**src/rtl/axis_lane_packer_pkg.sv**
```systemverilog
// Shared definitions for the AXIS lane packer: FSM encoding, select conventions
// and debug counter width.
package axis_lane_packer_pkg;

    typedef enum logic [0:0] {
        ST_WAIT_SOF = 1'b0,
        ST_ACTIVE   = 1'b1
    } lane_state_t;

    localparam int unsigned FRAME_CNT_W = 16;

    // Any select code at or above the channel count drives an all-zero lane.
    function automatic logic is_zero_code(input int unsigned code, input int unsigned num_ch);
        return code >= num_ch;
    endfunction

endpackage

```
**src/rtl/axis_skid_buf.sv**
```systemverilog
// Output register plus one-entry skid buffer; ready toward the source is a pure
// register so there is no combinational path from the downstream ready.
module axis_skid_buf #(
    parameter int unsigned WIDTH = 34
) (
    input  logic             pixel_clk,
    input  logic             reset,
    input  logic             s_valid,
    output logic             s_ready,
    input  logic [WIDTH-1:0] s_data,
    output logic             m_valid,
    input  logic             m_ready,
    output logic [WIDTH-1:0] m_data
);

    logic             out_valid;
    logic [WIDTH-1:0] out_data;
    logic             skid_valid;
    logic [WIDTH-1:0] skid_data;
    logic             in_acc;

    assign s_ready = ~skid_valid;
    assign in_acc  = s_valid && !skid_valid;
    assign m_valid = out_valid;
    assign m_data  = out_data;

    always_ff @(posedge pixel_clk or posedge reset) begin
        if (reset) begin
            out_valid  <= 1'b0;
            out_data   <= '0;
            skid_valid <= 1'b0;
            skid_data  <= '0;
        end else if (!out_valid || m_ready) begin
            // Skid has priority on drain; source is held off while it is full.
            if (skid_valid) begin
                out_data   <= skid_data;
                out_valid  <= 1'b1;
                skid_valid <= 1'b0;
            end else begin
                out_valid <= in_acc;
                if (in_acc) begin
                    out_data <= s_data;
                end
            end
        end else if (in_acc) begin
            skid_data  <= s_data;
            skid_valid <= 1'b1;
        end
    end

endmodule

```
**src/rtl/axis_lane_packer.sv**
```systemverilog
// Packs runtime-selected pixel channels into output lanes; lane map, line-length
// checker and frame counter resynchronise on start-of-frame (tuser) beats.
module axis_lane_packer
    import axis_lane_packer_pkg::*;
#(
    parameter int unsigned DATA_WIDTH = 10,
    parameter int unsigned NUM_CH     = 4,
    parameter int unsigned LANES      = 4,
    parameter int unsigned LANE_WIDTH = 8,
    parameter int unsigned IMG_WIDTH  = 640,
    parameter int unsigned SEL_W      = $clog2(NUM_CH + 1)
) (
    input  logic                          pixel_clk,
    input  logic                          reset,
    input  logic [LANES*SEL_W-1:0]        lane_sel,
    input  logic [NUM_CH*DATA_WIDTH-1:0]  s_axis_tdata,
    input  logic                          s_axis_tvalid,
    input  logic                          s_axis_tuser,
    input  logic                          s_axis_tlast,
    output logic                          s_axis_tready,
    output logic [LANES*LANE_WIDTH-1:0]   m_axis_tdata,
    output logic                          m_axis_tvalid,
    output logic                          m_axis_tuser,
    output logic                          m_axis_tlast,
    input  logic                          m_axis_tready,
    input  logic                          err_clear,
    output logic                          line_err,
    output logic [FRAME_CNT_W-1:0]        frame_cnt
);

    localparam int unsigned OUT_W = LANES * LANE_WIDTH;
    localparam int unsigned PAY_W = OUT_W + 2;
    localparam int unsigned PIX_W = $clog2(IMG_WIDTH + 1);

    lane_state_t              state_q, state_d;
    logic [LANES*SEL_W-1:0]   map_q, map_eff;
    logic [PIX_W-1:0]         pix_cnt, pix_idx;
    logic                     s_ready, accept, sof, fwd;
    logic                     sof_err, eol_err, new_err;
    logic [SEL_W-1:0]         lane_code;
    logic [OUT_W-1:0]         packed_data;
    logic [PAY_W-1:0]         m_payload;
    logic [LANE_WIDTH-1:0]    ch_lane [NUM_CH];

    assign s_axis_tready = s_ready;
    assign accept        = s_axis_tvalid && s_ready;
    assign sof           = accept && s_axis_tuser;
    // An SOF beat already travels with the map it loads.
    assign map_eff       = s_axis_tuser ? lane_sel : map_q;

    always_ff @(posedge pixel_clk or posedge reset) begin
        if (reset) begin
            state_q <= ST_WAIT_SOF;
        end else begin
            state_q <= state_d;
        end
    end

    always_comb begin
        state_d = state_q;
        fwd     = 1'b0;
        case (state_q)
            ST_WAIT_SOF: begin
                if (sof) begin
                    state_d = ST_ACTIVE;
                    fwd     = 1'b1;
                end
            end
            ST_ACTIVE: fwd = accept;
            default:   state_d = ST_WAIT_SOF;
        endcase
    end

    for (genvar c = 0; c < NUM_CH; c++) begin : g_ch
        if (LANE_WIDTH <= DATA_WIDTH) begin : g_msb
            assign ch_lane[c] = s_axis_tdata[c*DATA_WIDTH + DATA_WIDTH - LANE_WIDTH +: LANE_WIDTH];
        end else begin : g_pad
            assign ch_lane[c] = {s_axis_tdata[c*DATA_WIDTH +: DATA_WIDTH], {(LANE_WIDTH-DATA_WIDTH){1'b0}}};
        end
    end

    // Channel LSBs below the lane width are intentionally dropped.
    logic unused_tdata;
    assign unused_tdata = ^s_axis_tdata;

    always_comb begin
        packed_data = '0;
        lane_code   = '0;
        for (int unsigned i = 0; i < LANES; i++) begin
            lane_code = map_eff[i*SEL_W +: SEL_W];
            if (!is_zero_code(32'(lane_code), NUM_CH)) begin
                for (int unsigned c = 0; c < NUM_CH; c++) begin
                    if (lane_code == SEL_W'(c)) begin
                        packed_data[i*LANE_WIDTH +: LANE_WIDTH] = ch_lane[c];
                    end
                end
            end
        end
    end

    assign pix_idx = s_axis_tuser ? '0 : pix_cnt;
    assign sof_err = s_axis_tuser && (pix_cnt != '0);
    assign eol_err = s_axis_tlast && (pix_idx != PIX_W'(IMG_WIDTH - 1));
    assign new_err = fwd && (sof_err || eol_err);

    always_ff @(posedge pixel_clk or posedge reset) begin
        if (reset) begin
            map_q     <= '0;
            pix_cnt   <= '0;
            line_err  <= 1'b0;
            frame_cnt <= '0;
        end else begin
            if (sof) begin
                map_q     <= lane_sel;
                frame_cnt <= frame_cnt + FRAME_CNT_W'(1);
            end
            if (fwd) begin
                pix_cnt <= s_axis_tlast ? '0 : pix_idx + PIX_W'(1);
            end
            if (new_err) begin
                line_err <= 1'b1;
            end else if (err_clear) begin
                line_err <= 1'b0;
            end
        end
    end

    axis_skid_buf #(
        .WIDTH (PAY_W)
    ) u_skid (
        .pixel_clk (pixel_clk),
        .reset     (reset),
        .s_valid   (fwd),
        .s_ready   (s_ready),
        .s_data    ({s_axis_tuser, s_axis_tlast, packed_data}),
        .m_valid   (m_axis_tvalid),
        .m_ready   (m_axis_tready),
        .m_data    (m_payload)
    );

    assign m_axis_tuser = m_payload[PAY_W-1];
    assign m_axis_tlast = m_payload[PAY_W-2];
    assign m_axis_tdata = m_payload[OUT_W-1:0];

endmodule

```
**config.mk**
```make
export PLATFORM = sky130hd
export DESIGN_NAME = axis_lane_packer
export DESIGN_NICKNAME = d
export VERILOG_FILES = /design/src/rtl/axis_lane_packer_pkg.sv /design/src/rtl/axis_skid_buf.sv /design/src/rtl/axis_lane_packer.sv
export SDC_FILE = /design/constraint.sdc
export NUM_CORES = 1
export LEC_CHECK = 0
export ABC_AREA = 1
export CAP_MARGIN = 30
export CORE_MARGIN = 2
export CORE_UTILIZATION = 50
export CTS_CLUSTER_DIAMETER = 120
export DETAILED_ROUTE_END_ITERATION = 12
export PLACE_DENSITY = 0.88
export SETUP_SLACK_MARGIN = 0.5
export SYNTH_ARGS = -nofsm -noshare
export SYNTH_HDL_FRONTEND = slang
export SYNTH_SLANG_ARGS = --single-unit
```
**constraint.sdc**
```tcl
create_clock -name pixel_clk -period 8.4 [get_ports pixel_clk]
set_clock_uncertainty 0.2 [all_clocks]
set_input_delay 2.1 -clock pixel_clk [delete_from_list [all_inputs] [get_ports pixel_clk]]
set_output_delay 2.1 -clock pixel_clk [all_outputs]
set_load 0.01 [all_outputs]
```
# Word level (Yosys, flattened, before mapping)
# Cells that the tools add are included.
word_totals:
  out_inout_bits: 53
  inputBits: 59
  register_bits: 110
classes:
  magnitude_cmp: 4
  mux: 33
  n_bitwise: 3
  n_addsub: 2
  n_eq_ne: 13
  reduce_logical: 20
ops:
  columns: ["operator", "count"]
  rows:
  - ["two-way mux 8 bit", 20]
  - ["two-way mux 34 bit", 2]
  - ["== test 3 x 2 -> 1 bit (second input constant)", 8]
  - ["two-way mux 10 bit", 2]
  - ["adder 16 x 1 -> 16 bit (second input constant)", 1]
  - ["== test 3 x 1 -> 1 bit (second input constant)", 4]
  - ["greater-or-equal comparator 3 bit (second input constant)", 4]
  - ["logical NOT 3 bit", 4]
  - ["two-way mux 12 bit", 1]
  - ["adder 10 x 1 -> 10 bit (second input constant)", 1]
  - ["inequality test 10 bit (second input constant)", 1]
  - ["nonzero test 10 bit", 1]
  - ["two-way mux 1 bit", 7]
  - ["logical AND 1 bit", 6]
  - ["nonzero test 2 bit", 3]
  - ["AND reduction 2 bit", 2]
  - ["NOT 1 bit", 3]
  - ["logical NOT 1 bit", 2]
  - ["logical OR 1 bit", 2]
  - ["case mux 1 bit (2 select lines)", 1]

# Depth between registers and ports, before layout
depth:
  word_depth: 9
  depth_mapped: 12
  mapped_depth_nobuf: 11

# Cells and area by module
# A second synthesis with hierarchy kept.
unflattened:
  hier_cells: 1007
  hier_area_um2: 6869.1
modules_own_cells:
  columns: ["mod", "cells_per_inst", "seq_area_each_um2", "instances", "area_per_inst_um2"]
  rows:
  - ["axis_lane_packer", 594, 1001.0, 1, 3657.3]
  - ["axis_skid_buf", 413, 1751.7, 1, 3211.8]

# Worst setup path before layout
# OpenSTA, ideal clock, no wires.
synth_path:
  path_kind: "input to register"
  start: "input port s_axis_tuser"
  end: "register pix_cnt[6]"
  n_path_buf: 2
  cell_stages: 11
  slack_ns: 4.745
  setup_time_ns: 0.127
  t_arrival_ns: 3.328
  t_required_ns: 8.073
  path_cell_list: "buf_6 > buf_6 > nor2_1 > ha_1 > nand2_1 > nor2_2 > nand2_1 > inv_1 > nand3_1 > nand3_1 > o21ai_0"
synth_between:
  elab_chain_cells: 3
synth_rtl:
  columns: ["item", "line_no", "source"]
  rows:
  - ["start: declaration", "axis_lane_packer.sv:18", "input logic s_axis_tuser,"]
  - ["two-way mux 10 bit / logical AND 1 bit (equally long branches)", "axis_lane_packer.sv:101, axis_lane_packer.sv:47", null]
  - ["adder 10 x 1 -> 10 bit / two-way mux 1 bit (equally long branches)", "axis_lane_packer.sv:118, axis_lane_packer.sv:64", null]
  - ["two-way mux 10 bit / case mux 1 bit (2 select lines) (equally long branches)", "axis_lane_packer.sv:118, axis_lane_packer.sv:62", null]
  - ["end signal: assignment", "axis_lane_packer.sv:118", "pix_cnt <= s_axis_tlast ? '0 : pix_idx + PIX_W'(1);"]
  - ["end: declaration", "axis_lane_packer.sv:37", "logic [PIX_W-1:0] pix_cnt, pix_idx;"]
# Parallel ways exist; a longest one is shown, timed or not.
# A chain may end at the register's enable or synchronous reset.

# Worst setup path after layout
layout_path:
  start: "input port s_axis_tuser"
  end: "register u_skid.out_data[33] (netlist: u_skid.m_data[33])"
layout_between:
  elab_chain_cells: 6
layout_rtl:
  columns: ["item", "line_no", "source"]
  rows:
  - ["logical AND 1 bit", "axis_lane_packer.sv:47", "assign sof = accept && s_axis_tuser;"]
  - ["two-way mux 1 bit", "axis_lane_packer.sv:64", "if (sof) begin"]
  - ["case mux 1 bit (2 select lines)", "axis_lane_packer.sv:62", "case (state_q)"]
  - ["logical AND 1 bit", "axis_skid_buf.sv:23", "assign in_acc = s_valid && !skid_valid;"]
  - ["nonzero test 2 bit (no line)", null, null]
  - ["AND reduction 2 bit (no line)", null, null]
  - ["end signal: assignment", "axis_skid_buf.sv:36", "out_data <= skid_data;"]
  - ["end signal: assignment", "axis_skid_buf.sv:42", "out_data <= s_data;"]
  - ["end: declaration", "axis_skid_buf.sv:17", "logic [WIDTH-1:0] out_data;"]
# Parallel ways exist; a longest one is shown, timed or not. The select of a mux whose other input is x is not followed.

==> qor.yml <==
status: "completed"
numPortBuffers: 103
drv_cap: 0
synthTopCellsByArea: "dfrtp_1, nand2_1, nand3_1, nor2_1, inv_1"
synth_fa_ha_area_share_pct: 0.381
synth_top_family_by_area: "simple AND/OR/NAND/NOR gates"
layout_common_cells: "nand2_1, nor2_1, dfrtp_1, nand3_1, clkdlybuf4s50_1"
die_area_um2: 14100
synth_xor_area_share_pct: 1.87
crit_chain: "clkdlybuf4s50_1 -> buf_4 -> o21ai_2 -> nand2_1 -> nand2_2 -> buf_4 -> inv_1 -> nor2_1 -> a31oi_1"
dr.first_iter.drc_count: 663
start_util_pct: 51.6
grt_pass1_vias: 5936
layout.nets: 1078
core_area_um2: 12700
finalHoldViolations: 0
dpl.hpwl_um: 12900
path_delay_family: "buffers and inverters"
slew_viol_final: 0
fin_ws_ps: 4060
grt_overflow_total: 0
max_freq_mhz: 231
synth_mux_area_share_pct: 0
leakage_nw: 3.99
clock_latency_ps: 360
final_common_cell: "nand2_1"
n_fill_cell: 1150
cp_slowest_cell: "buf_4"
worst_setup_path_end_kind: "flop"
fin_crit_ps: 4340
fin_crit_sh_pct: 51.6
slowest_delay_ps: 530
drive_above_1_share_pct: 7.53
critPathBufInv: 4
cp_common_cell: "buf_4"
synth_seq_cells: 110
powerDensity_nw_per_um2: 230
post-cts-setup-buffers: 0
io_pins: 112
cts_buffers: 9
worstMarginPinSlew_ps: 966
num_rows: 41
path_class: "primary input to flop"
yosys.area_share.simple_pct: 41.6
arrival_ps: 4370
syn-num-nets: 992
required_ps: 8430
seq_area_um2: 2750
synth_top_area_share_pct: 41.9
r2r_cells: 8
syn_inst: 931
ys_warn_count: 0
pre_cts_ws_ps: 3750
clk_pin_slew_ps: 70
cts-root-buf: "clkbuf_16"
die_height_um: 119
syn_area_um2: 6560
rsz0062_at_grt: "false"
syn_avg_cell_area_um2: 7.05
synth_compound_area_share_pct: 7.51
synth-seq-area-share_pct: 41.9
min_path_cells: 2
clockBufferDepth: 2
gp_congestion: 0.915
gr-usage-all-layers_pct: 26.0
critical_path_depth: 9
ctsResizeCount: 0
multi_input_area_um2: 3370
setup_tns_ps: 0
hold_buffers: 0
synth_top_area_cell: "dfrtp_1"
avgViaCountPerCell: 5.37
num_vias: 6413
max_slew_margin_pct: 35.6
antenna_found_initial: 0
wl_per_cell_um: 15.3
wl_um: 18300
grt_max_degree: 69
drc_errors: 0
worstSetupStartpointType: "primary input"
cts_num_sinks: 110
utilization_pct: 62.6
antenna_cells: 0
grt_pass1_wl_um: 29500
ir_worst_vdd_v: 0.000112
dr.pass1.iters: 5
cts_max_level: 3
setup_viol: 0
die_w_um: 119
ys_types: 34
syn_to_final_growth_pct: 21.4
critical_path_peak_fanout: 66
cts_tree: "yes"
ant_nets: 0
hp-class: "flop to flop"
[worst reg2reg max path, stage by stage, from the launching register on]
cell      delay [ps]
dfrtp_1          460
clkinv_1         120
buf_4            550
nand2_1          200
nand2_2           80
buf_4            530
inv_1            270
nor2_1           150
a31oi_1           60
[cells in the mapped netlist (all sizes together)]
cell type	count
nand2	330
nor2	153
dfrtp	110
nand3	110
o21ai	78
inv	63
buf	16
clkbuf	16
nand4	15
o22ai	9
xnor2	7
xor2	7
a31oi	4
nor3	4
a21oi	2
and2	2
ha	2
clkinv	1
o21bai	1
or2	1
[stage by stage]
stage | area (µm²) | instances | hold WS [ps] | total power [mW]
floorplan | 6560 | 931 | 242 | 1.11
global placement | 7650 | 1178 | 256 | 1.35
detailed placement | 7650 | 1178 | 264 | 1.37
CTS | 7970 | 1194 | 283 | 1.84
global route | 7970 | 1194 | 304 | 1.95
finish | 7970 | 1194 | 280 | 1.83
[kinds of logic after synthesis]
family / Yosys count
adders and majority gates: 2
buffers and inverters: 96
xor gates and xnor gates: 14
AOI/OAI and AO/OA: 94
DFF: 110
and+or+nand+nor: 615
[flip-flops by register name (all words and copies together) (netlist names)]
| name | flops |
|---|---|
| frame_cnt | 16 |
| state_q | 1 |
| u_skid.m_data | 34 |
| pix_cnt | 10 |
| u_skid.m_valid | 1 |
| line_err | 1 |
| map_q | 12 |
| u_skid.skid_data | 34 |
| u_skid.skid_valid | 1 |
[power by group]
part / total [mW] / switching, mW / leakage [nW] / internal, mW
combinational: 0.619 / 0.346 / 2.40 / 0.273
clock: 0.466 / 0.197 / 0.163 / 0.269
sequential: 0.748 / 0.0855 / 1.43 / 0.662
total: 1.83 / 0.629 / 3.99 / 1.20
[final cells by class]
class	instances	share of cell area (%)
multi-input combinational	725	42.3
sequential	110	34.5
timing repair buffer	107	13.3
inverter	64	3.05
clock buffer	10	3.00
tap	172	2.70
clock inverter	6	1.05
[worst paths after layout]
| check | from | end | slack [ps] |
|---|---|---|---|
| max | s_axis_tuser | u_skid.m_data[33]$_DFFE_PP0P_ | 4060 |
| min | u_skid.m_data[19]$_DFFE_PP0P_ | u_skid.m_data[19]$_DFFE_PP0P_ | 280 |
| min reg2reg | u_skid.m_data[19]$_DFFE_PP0P_ | u_skid.m_data[19]$_DFFE_PP0P_ | 280 |
| min in group asynchronous | reset | u_skid.m_data[7]$_DFFE_PP0P_ | 1930 |
| max reg2reg | u_skid.skid_valid$_DFFE_PP0P_ | u_skid.m_data[33]$_DFFE_PP0P_ | 5650 |
| max in group asynchronous | reset | u_skid.skid_data[10]$_DFFE_PP0P_ | 4820 |
[metal layers]
layer / track usage, % / wire length (µm) / vias to the layer above
li1: - / - / 3148
met1: 35.4 / 7890 / 2968
met2: 41.3 / 8520 / 250
met3: 4.10 / 1280 / 47
met4: 10.6 / 571 / 0
met5: 0 / 0 / -
No activity file was read; power rests on OpenSTA's default activity.
